[src/rtl/reveal_ctrl_if.sv]
// Request/response handshake between the game logic and reveal_ctrl.
// The master issues reveal requests; the slave reports progress and completion.
interface reveal_ctrl_if;
  logic       click_req;
  logic [2:0] click_row;
  logic [2:0] click_col;
  logic       busy;
  logic       done;

  modport master (
    output click_req, click_row, click_col,
    input  busy, done
  );

  modport slave (
    input  click_req, click_row, click_col,
    output busy, done
  );
endinterface

[src/rtl/reveal_ctrl.sv]
// Minesweeper cell reveal controller: reveals a clicked cell and flood-fills
// zero-valued regions one neighbour per cycle using a pending-cell mask.
//
// state  | meaning
// -------+-----------------------------------------------------------
// IDLE   | waiting for a request; reveals the clicked cell on accept
// SCAN   | pick lowest pending zero cell as centre, or finish
// EXPAND | visit the 8 neighbours of the centre, one per cycle
// DONE   | one-cycle completion pulse
module reveal_ctrl (
  input  logic                clk,
  input  logic                rst,
  input  logic [255:0]        map_flat,
  input  logic                clear,
  input  logic                game_over,
  reveal_ctrl_if.slave        rif,
  output logic [63:0]         clicked_flat,
  output logic [5:0]          num_clicked
);

  localparam logic [1:0] S_IDLE   = 2'd0;
  localparam logic [1:0] S_SCAN   = 2'd1;
  localparam logic [1:0] S_EXPAND = 2'd2;
  localparam logic [1:0] S_DONE   = 2'd3;

  logic [1:0]  state_q,   state_d;
  logic [63:0] clicked_q, clicked_d;
  logic [63:0] pending_q, pending_d;
  logic [5:0]  num_q,     num_d;
  logic [5:0]  centre_q,  centre_d;
  logic [2:0]  nbr_q,     nbr_d;

  logic [5:0]  click_idx;
  logic [5:0]  low_idx;
  logic [3:0]  d_row, d_col;
  logic [3:0]  n_row, n_col;
  logic        nbr_ok;
  logic [5:0]  nbr_idx;
  logic [5:0]  num_inc;

  function automatic logic [3:0] cell_val(input logic [255:0] m, input logic [5:0] idx);
    return m[{idx, 2'b00} +: 4];
  endfunction

  assign click_idx = {rif.click_row, rif.click_col};
  assign num_inc   = (num_q == 6'd63) ? num_q : num_q + 6'd1;

  always_comb begin
    low_idx = 6'd0;
    for (int i = 63; i >= 0; i--) begin
      if (pending_q[i]) low_idx = i[5:0];
    end
  end

  // Neighbour order (drow,dcol): row -1 sweep, then row 0 sides, then row +1 sweep.
  always_comb begin
    d_row = 4'h0;
    d_col = 4'h0;
    case (nbr_q)
      3'd0: begin d_row = 4'hF; d_col = 4'hF; end
      3'd1: begin d_row = 4'hF; d_col = 4'h0; end
      3'd2: begin d_row = 4'hF; d_col = 4'h1; end
      3'd3: begin d_row = 4'h0; d_col = 4'hF; end
      3'd4: begin d_row = 4'h0; d_col = 4'h1; end
      3'd5: begin d_row = 4'h1; d_col = 4'hF; end
      3'd6: begin d_row = 4'h1; d_col = 4'h0; end
      default: begin d_row = 4'h1; d_col = 4'h1; end
    endcase
  end

  // Both -1 (4'hF) and 8 (4'h8) have bit 3 set, so bit 3 flags out-of-bounds.
  assign n_row   = {1'b0, centre_q[5:3]} + d_row;
  assign n_col   = {1'b0, centre_q[2:0]} + d_col;
  assign nbr_ok  = ~n_row[3] & ~n_col[3];
  assign nbr_idx = {n_row[2:0], n_col[2:0]};

  always_comb begin
    state_d   = state_q;
    clicked_d = clicked_q;
    pending_d = pending_q;
    num_d     = num_q;
    centre_d  = centre_q;
    nbr_d     = nbr_q;

    case (state_q)
      S_IDLE: begin
        if (rif.click_req && !game_over && !clear) begin
          state_d = S_DONE;
          if (!clicked_q[click_idx]) begin
            clicked_d[click_idx] = 1'b1;
            num_d                = num_inc;
            if (cell_val(map_flat, click_idx) == 4'd0) begin
              pending_d[click_idx] = 1'b1;
              state_d              = S_SCAN;
            end
          end
        end
      end
      S_SCAN: begin
        if (|pending_q) begin
          pending_d[low_idx] = 1'b0;
          centre_d           = low_idx;
          nbr_d              = 3'd0;
          state_d            = S_EXPAND;
        end else begin
          state_d = S_DONE;
        end
      end
      S_EXPAND: begin
        if (nbr_ok && !clicked_q[nbr_idx]) begin
          clicked_d[nbr_idx] = 1'b1;
          num_d              = num_inc;
          if (cell_val(map_flat, nbr_idx) == 4'd0) pending_d[nbr_idx] = 1'b1;
        end
        if (nbr_q == 3'd7) state_d = S_SCAN;
        else               nbr_d   = nbr_q + 3'd1;
      end
      default: begin
        state_d = S_IDLE;
      end
    endcase

    if (clear) begin
      state_d   = S_IDLE;
      clicked_d = 64'd0;
      pending_d = 64'd0;
      num_d     = 6'd0;
    end
  end

  always_ff @(posedge clk or negedge rst) begin
    if (!rst) begin
      state_q   <= S_IDLE;
      clicked_q <= 64'd0;
      pending_q <= 64'd0;
      num_q     <= 6'd0;
      centre_q  <= 6'd0;
      nbr_q     <= 3'd0;
    end else begin
      state_q   <= state_d;
      clicked_q <= clicked_d;
      pending_q <= pending_d;
      num_q     <= num_d;
      centre_q  <= centre_d;
      nbr_q     <= nbr_d;
    end
  end

  assign clicked_flat = clicked_q;
  assign num_clicked  = num_q;
  assign rif.busy     = (state_q != S_IDLE);
  assign rif.done     = (state_q == S_DONE);

endmodule

[src/flat_wrapper.sv]
// flat-port wrapper written by rule: the top's interface ports become plain ports
module reveal_ctrl_flat 
  (clk, rst, map_flat, clear, game_over, clicked_flat, num_clicked, rif_click_req, rif_click_row, rif_click_col, rif_busy, rif_done);
  reveal_ctrl_if rif_i ();
  input  logic clk;
  input  logic rst;
  input  logic [255:0] map_flat;
  input  logic clear;
  input  logic game_over;
  output logic [63:0] clicked_flat;
  output logic [5:0] num_clicked;
  input wire logic [$bits(rif_i.click_req)-1:0] rif_click_req;
  input wire logic [$bits(rif_i.click_row)-1:0] rif_click_row;
  input wire logic [$bits(rif_i.click_col)-1:0] rif_click_col;
  output wire logic [$bits(rif_i.busy)-1:0] rif_busy;
  output wire logic [$bits(rif_i.done)-1:0] rif_done;
  assign rif_i.click_req = rif_click_req;
  assign rif_i.click_row = rif_click_row;
  assign rif_i.click_col = rif_click_col;
  assign rif_busy = rif_i.busy;
  assign rif_done = rif_i.done;
  reveal_ctrl u_core (.clk(clk), .rst(rst), .map_flat(map_flat), .clear(clear), .game_over(game_over), .rif(rif_i), .clicked_flat(clicked_flat), .num_clicked(num_clicked));
endmodule
[config.mk]
export PLATFORM = sky130hd
export DESIGN_NAME = reveal_ctrl_flat
export DESIGN_NICKNAME = d
export VERILOG_FILES = /design/src/rtl/reveal_ctrl_if.sv /design/src/rtl/reveal_ctrl.sv /design/src/flat_wrapper.sv
export SDC_FILE = /design/constraint.sdc
export NUM_CORES = 1
export LEC_CHECK = 0
export CORE_MARGIN = 1.5
export CORE_UTILIZATION = 40
export CTS_BUF_LIST = sky130_fd_sc_hd__clkbuf_16
export DETAILED_ROUTE_END_ITERATION = 10
export PLACE_DENSITY = 0.64
export SLEW_MARGIN = 15
export SYNTH_ARGS = -nofsm -noshare
export SYNTH_HDL_FRONTEND = slang
export SYNTH_SLANG_ARGS = --single-unit
export TNS_END_PERCENT = 1
[constraint.sdc]
create_clock -name clk -period 5 [get_ports clk]
set_clock_uncertainty 0.05 [all_clocks]
set_input_delay 1.25 -clock clk [delete_from_list [all_inputs] [get_ports clk]]
set_output_delay 1.25 -clock clk [all_outputs]
set_load 0.03 [all_outputs]
==> impl_metrics.py <==
metrics = {
    "status": {
        "status": "finished clean",
    },
    "detailed_routing": {
        "wl_um": 80350,
        "drtIter0Drc": 2930,
        "wl_per_cell_um": 30.25,
        "drc_errors": 0,
        "viasPerCell": 6.929,
        "vias": 18400,
        "drtAntennaViolNets": 0,
        "drtPass1Iterations": 6,
    },
    "critical_path": {
        "max_stage_delay_ns": 0.82,
        "worstSetupStartpointType": "flop",
        "crit_chain": "inv_1 -> ha_1 -> nor2b_1 -> a211oi_2 -> nand2_1 -> ha_2 -> inv_1 -> fa_4 -> buf_4 -> or3b_2 -> o2111ai_1 -> o2111ai_1 -> o311ai_1 -> o22ai_1 -> a211oi_2 -> a41o_2 -> a31o_4 -> buf_12 -> a22oi_1",
        "cpMaxStageDelayCell": "fa_4",
        "crit_fanout": 29,
        "crit_type": "reg2reg",
        "cp.arrival_ns": 5.09,
        "critical_path_required_ns": 5.26,
        "endpoint_kind": "flop",
    },
    "global_route": {
        "first_global_vias": 17360,
        "grt_pass1_wl_um": 115800,
        "grt_overflow": 0,
        "track_usage_pct": 43.23,
        "grt_util_met2_pct": 64.77,
        "use_met3_pct": 12.25,
        "top_usage_layer": "met2",
        "antenna_found_initial": 6,
        "use_met1_pct": 59.03,
        "grt_max_degree": 100,
    },
    "timing": {
        "fin_setup_tns_ns": 0,
        "fin_crit_sh_pct": 96.55,
        "rsz0062_at_grt": "false",
        "fmax_mhz": 207.1,
        "drv_slew": 0,
        "setup_viol": 0,
        "layout_setup_ws_ns": 0.1725,
        "worst_pin_slew_ns": 1.181,
        "min_period_ns": 4.827,
        "hold_viol": 0,
        "max_slew_margin_pct": 21.00,
    },
    "pwr": {
        "sw_frac_of_total_pct": 58.74,
        "switching_power_mw": 8.984,
        "pwr-share-seq_pct": 10.3,
        "p_comb_share_pct": 81.4,
        "powerDensity_nw_per_um2": 800.3,
        "cellLeakagePower_nw": 7.609,
        "p_int_mw": 6.310,
        "clkPwrFrac_pct": 8.4,
        "fin_total_pwr_mw": 15.29,
        "irDropWorstVdd_mv": 0.9060,
    },
    "finish": {
        "multiInputGateArea_um2": 9609,
        "register_area_um2": 3628,
        "nFillCells": 3324,
        "design_area_um2": 19110,
        "fin_nets": 2470,
        "post-route-util_pct": 55.32,
        "final_common_cell": "clkdlybuf4s50_1",
        "final_cell_mix": "clkdlybuf4s50_1, nor2_1, a21oi_1",
        "drive_gt1_share_pct": 10.88,
        "area_delta_synth_final_pct": 36.33,
    },
    "clocking": {
        "clkTransAtPathRegs_ns": 0.07,
        "cts_max_level": 4,
        "cts_inserted_buffers": 17,
        "cts_buffer_depth": 2,
        "cts.sinks": 145,
        "postCtsHoldBufs": 0,
        "cts_tree": "yes",
        "cts-root-buf": "clkbuf_16",
        "insertion_delay_ns": 0.44,
    },
    "floorplanning": {
        "die_y_um": 190.2,
        "dieArea_um2": 36180,
        "fp.coreArea_um2": 34540,
        "dieWidth_um": 190.2,
        "rows": 68,
        "io_pins": 339,
        "start_util_pct": 40.58,
    },
    "synthesis": {
        "syn_area_per_cell_um2": 7.537,
        "yosysSeqAreaShare_pct": 25.88,
        "synth_cell_types": 81,
        "yosysWarningCount": 0,
        "synth_nets": 2146,
        "syn-cell-area_um2": 14020,
        "ys.flop_type": "dfrtp_1",
        "synth_async_sr_flop_share_pct": 100.0,
        "synth-edff-count": 0,
        "netlist_instances": 1860,
        "synth-seq-cells": 145,
    },
    "place": {
        "port_buffers": 338,
        "dpl_cell_area_um2": 18370,
        "place_hpwl_um": 62050,
        "place_ws_ns": 0.02053,
        "globalplace.congestion": 1.073,
    },
    "hold_path": {
        "hp-class": "reg2reg",
    },
    "job": {
        "drv_cap": 0,
    },
}
## repair_timing
item                                    4_1_cts  5_1_grt
gates cloned                                  0        2
gates resized for setup                       1       10
buffers inserted                              0        6
endpoints found under the setup margin        7      125
hold endpoints to repair                      0        0
pin swaps                                     0        4
## synthesized netlist by cell type, types with 51 or more instances
master	n	area share (%)
a21oi_1	188	6.7
o22ai_1	78	3.5
nor3_1	95	3.4
nor2b_1	77	3.4
a22oi_1	69	3.7
dfrtp_1	145	26
nand3_1	61	2.2
inv_1	51	1.4
nor2_1	194	5.2
o21ai_0	59	2.1
nand2_1	104	2.8
buf_2	57	2.0
nand4_1	73	3.3
clkbuf_1	79	2.1
## final timing paths
path	start	end	slack (ns)	depth (start not counted)
max reg2reg	u_core.nbr_q[0]	u_core.pending_q[8]	0.17	19
max	u_core.nbr_q[0]	u_core.pending_q[8]	0.17	19
min in group asynchronous	rst	u_core.pending_q[9]	0.84	1
min reg2reg	u_core.state_q[0]	u_core.state_q[1]	0.50	1
min	u_core.state_q[0]	u_core.state_q[1]	0.50	1
max in group asynchronous	rst	u_core.pending_q[38]	3.13	2
## cell families (layout without fill, tap and decap cells)
logic type	Yosys count	after routing	synth area share, %
AO/OA/AOI/OAI	645	645	30.31
XOR/XNOR	6	6	0.4821
adder cells (fa/ha/maj)	19	19	1.803
buffers and inverters	206	543	6.346
flip-flops	145	145	25.88
multiplexers	74	74	7.230
other	0	4	0
AND/OR/NAND/NOR	765	765	27.95
## power by group through the flow
stage | Sequential [mW] | Combinational [mW] | Clock (mW)
CTS | 1.56 | 11.3 | 1.27
global route | 1.58 | 12.8 | 1.33
detailed placement | 1.58 | 11.3 | 0
floorplan | 1.52 | 6.66 | 0
finish | 1.57 | 12.4 | 1.28
global placement | 1.58 | 11.3 | 0
## sequential cells by signal, indices dropped and copies added, names as in the netlist
register and flops:
u_core.clicked_flat 64, u_core.pending_q 64, u_core.centre_q 6, u_core.num_clicked 6, u_core.nbr_q 3, u_core.state_q 2
## routing by layer
metal,share of wire (%),routed length (µm)
met1,40,31750
met5,0.027,22
met4,4.0,3230
met3,14,10890
met2,43,34460
## worst max-delay path: cells and delay by family (launching register included)
| family | cells | cell delay, ns |
|---|---|---|
| compound gates | 9 | 1.75 |
| flops | 1 | 0.42 |
| buf+inv | 4 | 0.56 |
| fa+ha+maj | 3 | 1.18 |
| simple gates | 3 | 0.71 |
## per-stage QoR
step                hold WS [ns]  cells
floorplan                 0.4063   1860
global placement          0.4789   2612
detailed placement        0.4906   2612
finish                    0.5046   2656
global route              0.5099   2654
CTS                       0.4954   2644
## layout make-up
cell class                      instances  share of cell area [%]
Antenna cell                            4                 0.05238
Clock buffer                           17                   2.226
Clock inverter                         15                  0.7660
Inverter                               52                   1.021
Multi-Input combinational cell       1509                   50.28
Sequential cell                       145                   18.99
Tap cell                              455                   2.979
Timing Repair Buffer                  459                   23.69
(Power assumes the default switching activity.)
